$ cat config.mk
export PLATFORM = sky130hd
export DESIGN_NAME = dat_xfer_seq_flat
export DESIGN_NICKNAME = d
export VERILOG_FILES = /design/src/rtl/dat_xfer_seq_if.sv /design/src/rtl/dat_xfer_seq.sv /design/src/flat_wrapper.sv
export SDC_FILE = /design/constraint.sdc
export NUM_CORES = 1
export LEC_CHECK = 0
export BUFFER_PORTS_ARGS = -buffer_cell sky130_fd_sc_hd__buf_2
export CORE_UTILIZATION = 25
export CTS_CLUSTER_DIAMETER = 50
export DETAILED_ROUTE_END_ITERATION = 12
export HOLD_SLACK_MARGIN = 0.08
export SETUP_SLACK_MARGIN = 0.5
export SLEW_MARGIN = 10
export SYNTH_ARGS = -nofsm -noshare
export SYNTH_HDL_FRONTEND = slang
export SYNTH_SLANG_ARGS = --single-unit
$ cat constraint.sdc
create_clock -name clk_i -period 3.5 [get_ports clk_i]
set_clock_uncertainty 0.15 [all_clocks]
set_input_delay 0.7 -clock clk_i [delete_from_list [all_inputs] [get_ports clk_i]]
set_output_delay 0.7 -clock clk_i [all_outputs]
set_load 0.005 [all_outputs]
$ cat src/rtl/dat_xfer_seq_if.sv
// Handshake and status bundle between the data-path receiver/card pins and the transfer sequencer.
// Master drives the start/receiver/pin inputs; slave (the sequencer) returns running/done/timeout.
interface dat_xfer_seq_if;
    logic [3:0] timeout_bits_i;
    logic       start_read_i;
    logic       start_busy_i;
    logic       start_bit_i;
    logic       block_done_i;
    logic       last_block_i;
    logic       dat0_i;
    logic       abort_i;
    logic       running_o;
    logic       done_o;
    logic       timeout_o;

    modport master (
        output timeout_bits_i, start_read_i, start_busy_i, start_bit_i,
        output block_done_i, last_block_i, dat0_i, abort_i,
        input  running_o, done_o, timeout_o
    );

    modport slave (
        input  timeout_bits_i, start_read_i, start_busy_i, start_bit_i,
        input  block_done_i, last_block_i, dat0_i, abort_i,
        output running_o, done_o, timeout_o
    );
endinterface

$ cat src/rtl/dat_xfer_seq.sv
// Data-transfer sequencer: read start-bit/block tracking and write-busy release, with data timeout.
// Latency: done/timeout are Mealy pulses in the deciding cycle; no backpressure, every pulse is single-cycle.
module dat_xfer_seq #(
    parameter int MaxTimeoutBits = 14,
    parameter int CntWidth       = 28
) (
    input  logic          clk_i,
    input  logic          rst_i,
    dat_xfer_seq_if.slave bus
);
    typedef enum logic [1:0] {
        IDLE    = 2'd0,
        RD_WAIT = 2'd1,
        RD_DATA = 2'd2,
        WR_BUSY = 2'd3
    } state_e;

    localparam logic [3:0] MaxCode = 4'(MaxTimeoutBits);

    state_e              state_q, state_d;
    logic [CntWidth-1:0] cnt_q, cnt_d;
    logic [3:0]          code_q, code_d;
    logic                hi_q, hi_d;

    logic [3:0]          code_clamped;
    logic [CntWidth-1:0] thresh;
    logic                at_thresh;
    logic                busy_release;

    assign code_clamped = (bus.timeout_bits_i > MaxCode) ? MaxCode : bus.timeout_bits_i;
    assign thresh       = CntWidth'(1) << ({1'b0, code_q} + 5'd13);
    assign at_thresh    = (cnt_q == thresh);
    // hi_q remembers dat0 high in the previous WR_BUSY cycle; a low cycle clears it
    assign busy_release = bus.dat0_i && hi_q;

    always_ff @(posedge clk_i or posedge rst_i) begin
        if (rst_i) begin
            state_q <= IDLE;
            cnt_q   <= '0;
            code_q  <= '0;
            hi_q    <= 1'b0;
        end else begin
            state_q <= state_d;
            cnt_q   <= cnt_d;
            code_q  <= code_d;
            hi_q    <= hi_d;
        end
    end

    // Counter defaults to 0, so every entry into a timed state starts at cycle 0
    always_comb begin
        state_d = state_q;
        cnt_d   = '0;
        code_d  = code_q;
        hi_d    = 1'b0;
        case (state_q)
            IDLE: begin
                if (!bus.abort_i && bus.start_read_i) begin
                    state_d = RD_WAIT;
                    code_d  = code_clamped;
                end else if (!bus.abort_i && bus.start_busy_i) begin
                    state_d = WR_BUSY;
                    code_d  = code_clamped;
                end
            end
            RD_WAIT: begin
                if (bus.abort_i) begin
                    state_d = IDLE;
                end else if (bus.start_bit_i) begin
                    state_d = RD_DATA;
                end else if (at_thresh) begin
                    state_d = IDLE;
                end else begin
                    cnt_d = cnt_q + CntWidth'(1);
                end
            end
            RD_DATA: begin
                if (bus.abort_i) begin
                    state_d = IDLE;
                end else if (bus.block_done_i) begin
                    state_d = bus.last_block_i ? IDLE : RD_WAIT;
                end
            end
            WR_BUSY: begin
                if (bus.abort_i || busy_release || at_thresh) begin
                    state_d = IDLE;
                end else begin
                    cnt_d = cnt_q + CntWidth'(1);
                    hi_d  = bus.dat0_i;
                end
            end
            default: state_d = IDLE;
        endcase
    end

    always_comb begin
        bus.running_o = (state_q != IDLE);
        bus.done_o    = 1'b0;
        bus.timeout_o = 1'b0;
        if (!bus.abort_i) begin
            case (state_q)
                RD_WAIT: bus.timeout_o = !bus.start_bit_i && at_thresh;
                RD_DATA: bus.done_o    = bus.block_done_i && bus.last_block_i;
                WR_BUSY: begin
                    bus.done_o    = busy_release;
                    bus.timeout_o = !busy_release && at_thresh;
                end
                default: ;
            endcase
        end
    end
endmodule

$ cat src/flat_wrapper.sv
// flat-port wrapper written by rule: the top's interface ports become plain ports
module dat_xfer_seq_flat 
#(
    parameter int MaxTimeoutBits = 14,
    parameter int CntWidth       = 28
)
  (clk_i, rst_i, bus_timeout_bits_i, bus_start_read_i, bus_start_busy_i, bus_start_bit_i, bus_block_done_i, bus_last_block_i, bus_dat0_i, bus_abort_i, bus_running_o, bus_done_o, bus_timeout_o);
  dat_xfer_seq_if bus_i ();
  input  logic clk_i;
  input  logic rst_i;
  input wire logic [$bits(bus_i.timeout_bits_i)-1:0] bus_timeout_bits_i;
  input wire logic [$bits(bus_i.start_read_i)-1:0] bus_start_read_i;
  input wire logic [$bits(bus_i.start_busy_i)-1:0] bus_start_busy_i;
  input wire logic [$bits(bus_i.start_bit_i)-1:0] bus_start_bit_i;
  input wire logic [$bits(bus_i.block_done_i)-1:0] bus_block_done_i;
  input wire logic [$bits(bus_i.last_block_i)-1:0] bus_last_block_i;
  input wire logic [$bits(bus_i.dat0_i)-1:0] bus_dat0_i;
  input wire logic [$bits(bus_i.abort_i)-1:0] bus_abort_i;
  output wire logic [$bits(bus_i.running_o)-1:0] bus_running_o;
  output wire logic [$bits(bus_i.done_o)-1:0] bus_done_o;
  output wire logic [$bits(bus_i.timeout_o)-1:0] bus_timeout_o;
  assign bus_i.timeout_bits_i = bus_timeout_bits_i;
  assign bus_i.start_read_i = bus_start_read_i;
  assign bus_i.start_busy_i = bus_start_busy_i;
  assign bus_i.start_bit_i = bus_start_bit_i;
  assign bus_i.block_done_i = bus_block_done_i;
  assign bus_i.last_block_i = bus_last_block_i;
  assign bus_i.dat0_i = bus_dat0_i;
  assign bus_i.abort_i = bus_abort_i;
  assign bus_running_o = bus_i.running_o;
  assign bus_done_o = bus_i.done_o;
  assign bus_timeout_o = bus_i.timeout_o;
  dat_xfer_seq #(.MaxTimeoutBits(MaxTimeoutBits), .CntWidth(CntWidth)) u_core (.clk_i(clk_i), .rst_i(rst_i), .bus(bus_i));
endmodule
# Yosys cells after proc, flatten, opt, wreduce, memory -nomap -nowiden
# Cells that the tools add are included.
# Widths: inputs -> output; s select.
# word_totals
ramBits,0
rom_bits,0
word_cells,56
latch_bits,0
n_memories,0
regBits,35
# classes
bitwise,0
n_mux,24
n_shift,1
div,0
n_reduce_logical,16
magnitude_cmp,1
eq_ne,8
n_addsub,2
mul,0
# ops
operator,count
$mux 28,4
$pmux 28 s2,1
$add 28x1->28 const B,1
$eq 28x28->1,1
$shl 1x5->28 const A,1
$mux 2,8
$mux 4,3
$pmux 2 s4,1
$logic_and 1x1->1,6
$add 4x4->5 const B,1
$mux 1,5
$eq 2x2->1 const B,2
$gt 4x4->1 const B,1
$ne 4x3->1 const B,1
$pmux 1 s2,2
$reduce_and 4->1,1
$reduce_bool 2->1,2
$logic_not 1->1,3
$ne 3x1->1 const B,1
$ne 3x3->1 const B,1
$eq 2x1->1 const B,1
$logic_not 2->1,1
$logic_or 1x1->1,2
$ne 2x1->1 const B,1
$reduce_and 2->1,1

# Longest topological paths before layout
# depth
word_depth,7
ltp_mapped,9

# Worst setup path before layout
# Ideal clock, no wire load.
# synth_path
path_kind,register to output
from,reg u_core.cnt_q[4]
to,out bus_timeout_o
path_stages_with_launch,8
required_time_ps,2650
arrival_time_ps,2514
path_buffers,1
slack_ps,136
cell_sequence,dfrtp_1 or4_1 a2111oi_0 nand4_1 or4_1 nor4_4 buf_6 and2b_1
# synth_between
elab_chain_len,4
# synth_lines
element,line_no,source
start: declaration,dat_xfer_seq.sv:21,"logic [CntWidth-1:0] cnt_q, cnt_d;"
start signal: assignment,dat_xfer_seq.sv:44,cnt_q <= cnt_d;
$eq 28x28->1 *,dat_xfer_seq.sv:32,assign at_thresh = (cnt_q == thresh);
"$logic_and 1x1->1, on equally long branches","dat_xfer_seq.sv:106, dat_xfer_seq.sv:102",
$pmux 1 s2 *,dat_xfer_seq.sv:101,case (state_q)
$mux 1 *,dat_xfer_seq.sv:100,if (!bus.abort_i) begin
end: declaration,flat_wrapper.sv:21,output wire logic [$bits(bus_i.timeout_o)-1:0] bus_timeout_o;
# Every way passes the cells marked *; elsewhere a longest branch is shown, timed or not.

# Worst setup path in the final report
# layout_path
from,reg u_core.cnt_q[9]
to,out bus_timeout_o
# The elaborated chain is that of the path after synthesis.

==> summary.txt <==
Outcome
  • Status: finished, final reports clean

Clock tree
  • Worst-path clk slew: 60 ps
  • Clk sink count: 35
  • Worst skew pair latency: 280 ps
  • Cts bufs inserted: 5
  • Root buffer cell: clkbuf_8
  • Htree depth: 2
  • CTS Hold Bufs: 0
  • Clock Path Buffers: 2
  • CTS tree: yes

Setup path
  • Critical Path Start Type: flop
  • Critical Path RT: 2650 ps
  • Cells along the critical path: or4_4 > a211oi_2 > nand4_1 > or4_4 > nor4_4 > and2b_1 > buf_2
  • Critical Path Start: u_core.cnt_q[9]$_DFF_PP0_
  • Crit end category: output pin
  • FF-to-FF setup slack: 850 ps
  • Top delay family on crit path: simple AND/OR/NAND/NOR gates
  • Critical Path Max Stage Delay: 540 ps
  • Crit path buf inv count: 1
  • Setup CP Type: flop to output pin
  • Worst-path fanout max: 5
  • RR Endpoint: u_core.state_q[0]$_DFFE_PP0P_
  • Slowest cell on crit path: or4_4
  • CP arrival: 2410 ps
  • R2R Path Start: u_core.cnt_q[9]$_DFF_PP0_
  • CP most frequent cell: or4_4
  • Worst r2r path cells: 7

Min path
  • Hold Crit Class: flop to flop
  • Min-delay src: u_core.hi_q$_DFF_PP0_
  • WHS Path Cells: 1
  • Worst Hold Path EP: u_core.hi_q$_DFF_PP0_

Timing
  • Measured slew at the worst slew-check pin: 559 ps
  • Final Critical Period: 3260 ps
  • # setup viols final: 0
  • Fmax: 306 MHz
  • Post-route clock period utilization: 93.3%
  • Hold Fails Final Rpt: 0
  • Setup_tns: 0 ps
  • Slew Limit Fails: 0
  • Final Worst Setup Slack: 235 ps
  • Max-slew headroom: 62.5%
  • RSZ-0062 raised after global routing: true

Placement
  • Port Buf Inserts: 15
  • DP HPWL: 3220 um
  • Worst slack, placed: 472 ps
  • GP Congestion: 0.818

Die
  • Die height: 94.1 um
  • Die area: 8850 um^2
  • Rows: 33
  • Core area: 8220 um^2
  • Starting density of the core: 25.8%
  • I/O pins: 16
  • Die X: 94.1 um

Global routing
  • GRT busiest layer: met2
  • Number of global-route vias before repair: 1747
  • First-pass GRT wire length: 8420 um
  • Gr ovfl total: 0
  • Largest net degree at the start of global routing: 36
  • Gr usage total: 12.2%
  • M3 GR Usage: 3.24%
  • Met2 GRT Util: 17.9%
  • Initial antenna violation count: 0
  • Met1 Resource Use GR: 16.9%

Drt
  • DRC viols: 0
  • WL/cell: 13.2 um
  • Avg Vias per Cell: 5.00
  • Drt initial violations: 67
  • DR vias: 1796
  • Post-DRT Antenna Nets: 0
  • Total Wirelength: 4740 um
  • 1st-pass router iterations: 4

Finish
  • Layout Nets: 267
  • Ant diodes: 0
  • Area grow syn2layout: 16.8%
  • Layout cells sized above 1: 18.1%
  • Fillcell total: 857
  • Reg area: 880 um^2
  • Multi-input gate area: 1190 um^2

Synth
  • Avg Cell Area, Syn: 9.05 um^2
  • Sequential share of the synthesized area: 41.3%
  • Instance count of the mapped netlist: 234
  • Most used DFF post-synth: dfrtp_1
  • Number of library cell types mapped by synthesis: 47
  • Syn Nets: 248
  • Ys Warns: 0
  • Number of flops mapped to enable cells by yosys: 0
  • Syn Std Cell Area: 2120 um^2
  • Post-synthesis register bit count: 35
  • Asr flop ratio synth: 100%

Power
  • Power Density: 572 nW/um^2
  • Worst vdd ir: 0.000265 V
  • Pint: 843 uW
  • Pleak: 0.000945 uW
  • Clock share of power: 22.4%
  • Combinational power share: 42.6%
  • NetSw: 572 uW
  • Sw frac: 40.4%
  • Flop pwr share: 35.0%

Job
  • Max Cap Viol: 0
## layout make-up
type                            instances  share of cell area, %
Multi-Input combinational cell        180                   48.1
Timing Repair Buffer                   25                   6.07
Tap cell                              105                   5.31
Inverter                                6                  0.910
Sequential cell                        35                   35.5
Clock buffer                            8                   4.04
## repair_timing
item,in CTS,in global routing
resized for setup,3,4
pin swaps,1,0
setup endpoints to repair,1,1
buffers inserted,3,1
## worst max-delay path by stage
stage	cells past startpoint	to
3_5_place_dp	7	bus_timeout_o
2_1_floorplan	8	bus_timeout_o
6_report	7	bus_timeout_o
5_1_grt	7	bus_timeout_o
4_1_cts	7	bus_timeout_o
3_3_place_gp	7	bus_timeout_o
## sequential cells by signal (all words and copies together) (netlist names)
name / cells
u_core.cnt_q: 28
u_core.code_q: 4
u_core.hi_q: 1
u_core.state_q: 2
## routing by layer
layer	part of all wire, %	routed length, um
met4	0.89	42
met2	46	2180
met3	3.0	143
met5	0	0
met1	50	2370
## power groups by stage
stage	Combinational, uW	Sequential (uW)	Clock (uW)
6_report	603	496	317
3_3_place_gp	578	507	0
4_1_cts	600	493	327
5_1_grt	676	503	344
3_5_place_dp	571	507	0
2_1_floorplan	510	470	0
## logic make-up after synthesis
family | count (synthesis) | synth area share [%]
buffers and inverters | 19 | 4.08
DFF | 35 | 41.3
AOI/OAI and AO/OA | 32 | 9.81
muxes | 4 | 2.07
xor gates and xnor gates | 27 | 11.2
and+or+nand+nor | 116 | 31.0
adders and majority gates | 1 | 0.591
## metrics by stage
step	cells	utilization (%)	total power (uW)	area, um^2	hold WS, ps
after floorplan	234	-	980	2130	271
after global placement	347	28.2	1080	2320	289
after detailed placement	347	28.2	1080	2320	290
after CTS	358	29.9	1420	2460	299
after global routing	359	30.1	1520	2470	336
final	359	30.1	1420	2470	299
## layout by cell type, fill, tap and decap left out, types with 3 or more instances in the layout
master    count
clkbuf_8      7
nand4_1       9
dfrtp_2       3
inv_1         6
nand2b_1      9
a21oi_1       7
nor3_1       31
buf_4        10
or4_4         3
and3_1        7
nand2_1      10
xor2_1       11
buf_2        15
nor2_1       16
xnor2_1      16
o21ai_0       8
nand3_1      10
mux2_2        3
nand3b_1      4
dfrtp_1      32
## synthesized netlist by cell type (3+ instances only)
| cell | number | share of area [%] |
|---|---|---|
| xor2_1 | 11 | 4.5 |
| clkbuf_1 | 10 | 1.8 |
| nor3_1 | 31 | 7.3 |
| nand3b_1 | 4 | 1.4 |
| o21ai_0 | 8 | 1.9 |
| nand2_1 | 10 | 1.8 |
| or4_1 | 3 | 1.1 |
| a21oi_1 | 7 | 1.7 |
| nand3_1 | 10 | 2.4 |
| dfrtp_1 | 35 | 41 |
| mux2_2 | 3 | 1.6 |
| nand4_1 | 9 | 2.7 |
| and3_1 | 7 | 2.1 |
| inv_1 | 6 | 1.1 |
| xnor2_1 | 16 | 6.6 |
| nand2b_1 | 9 | 2.7 |
| nor2_1 | 16 | 2.8 |
(Power assumes the default switching activity.)
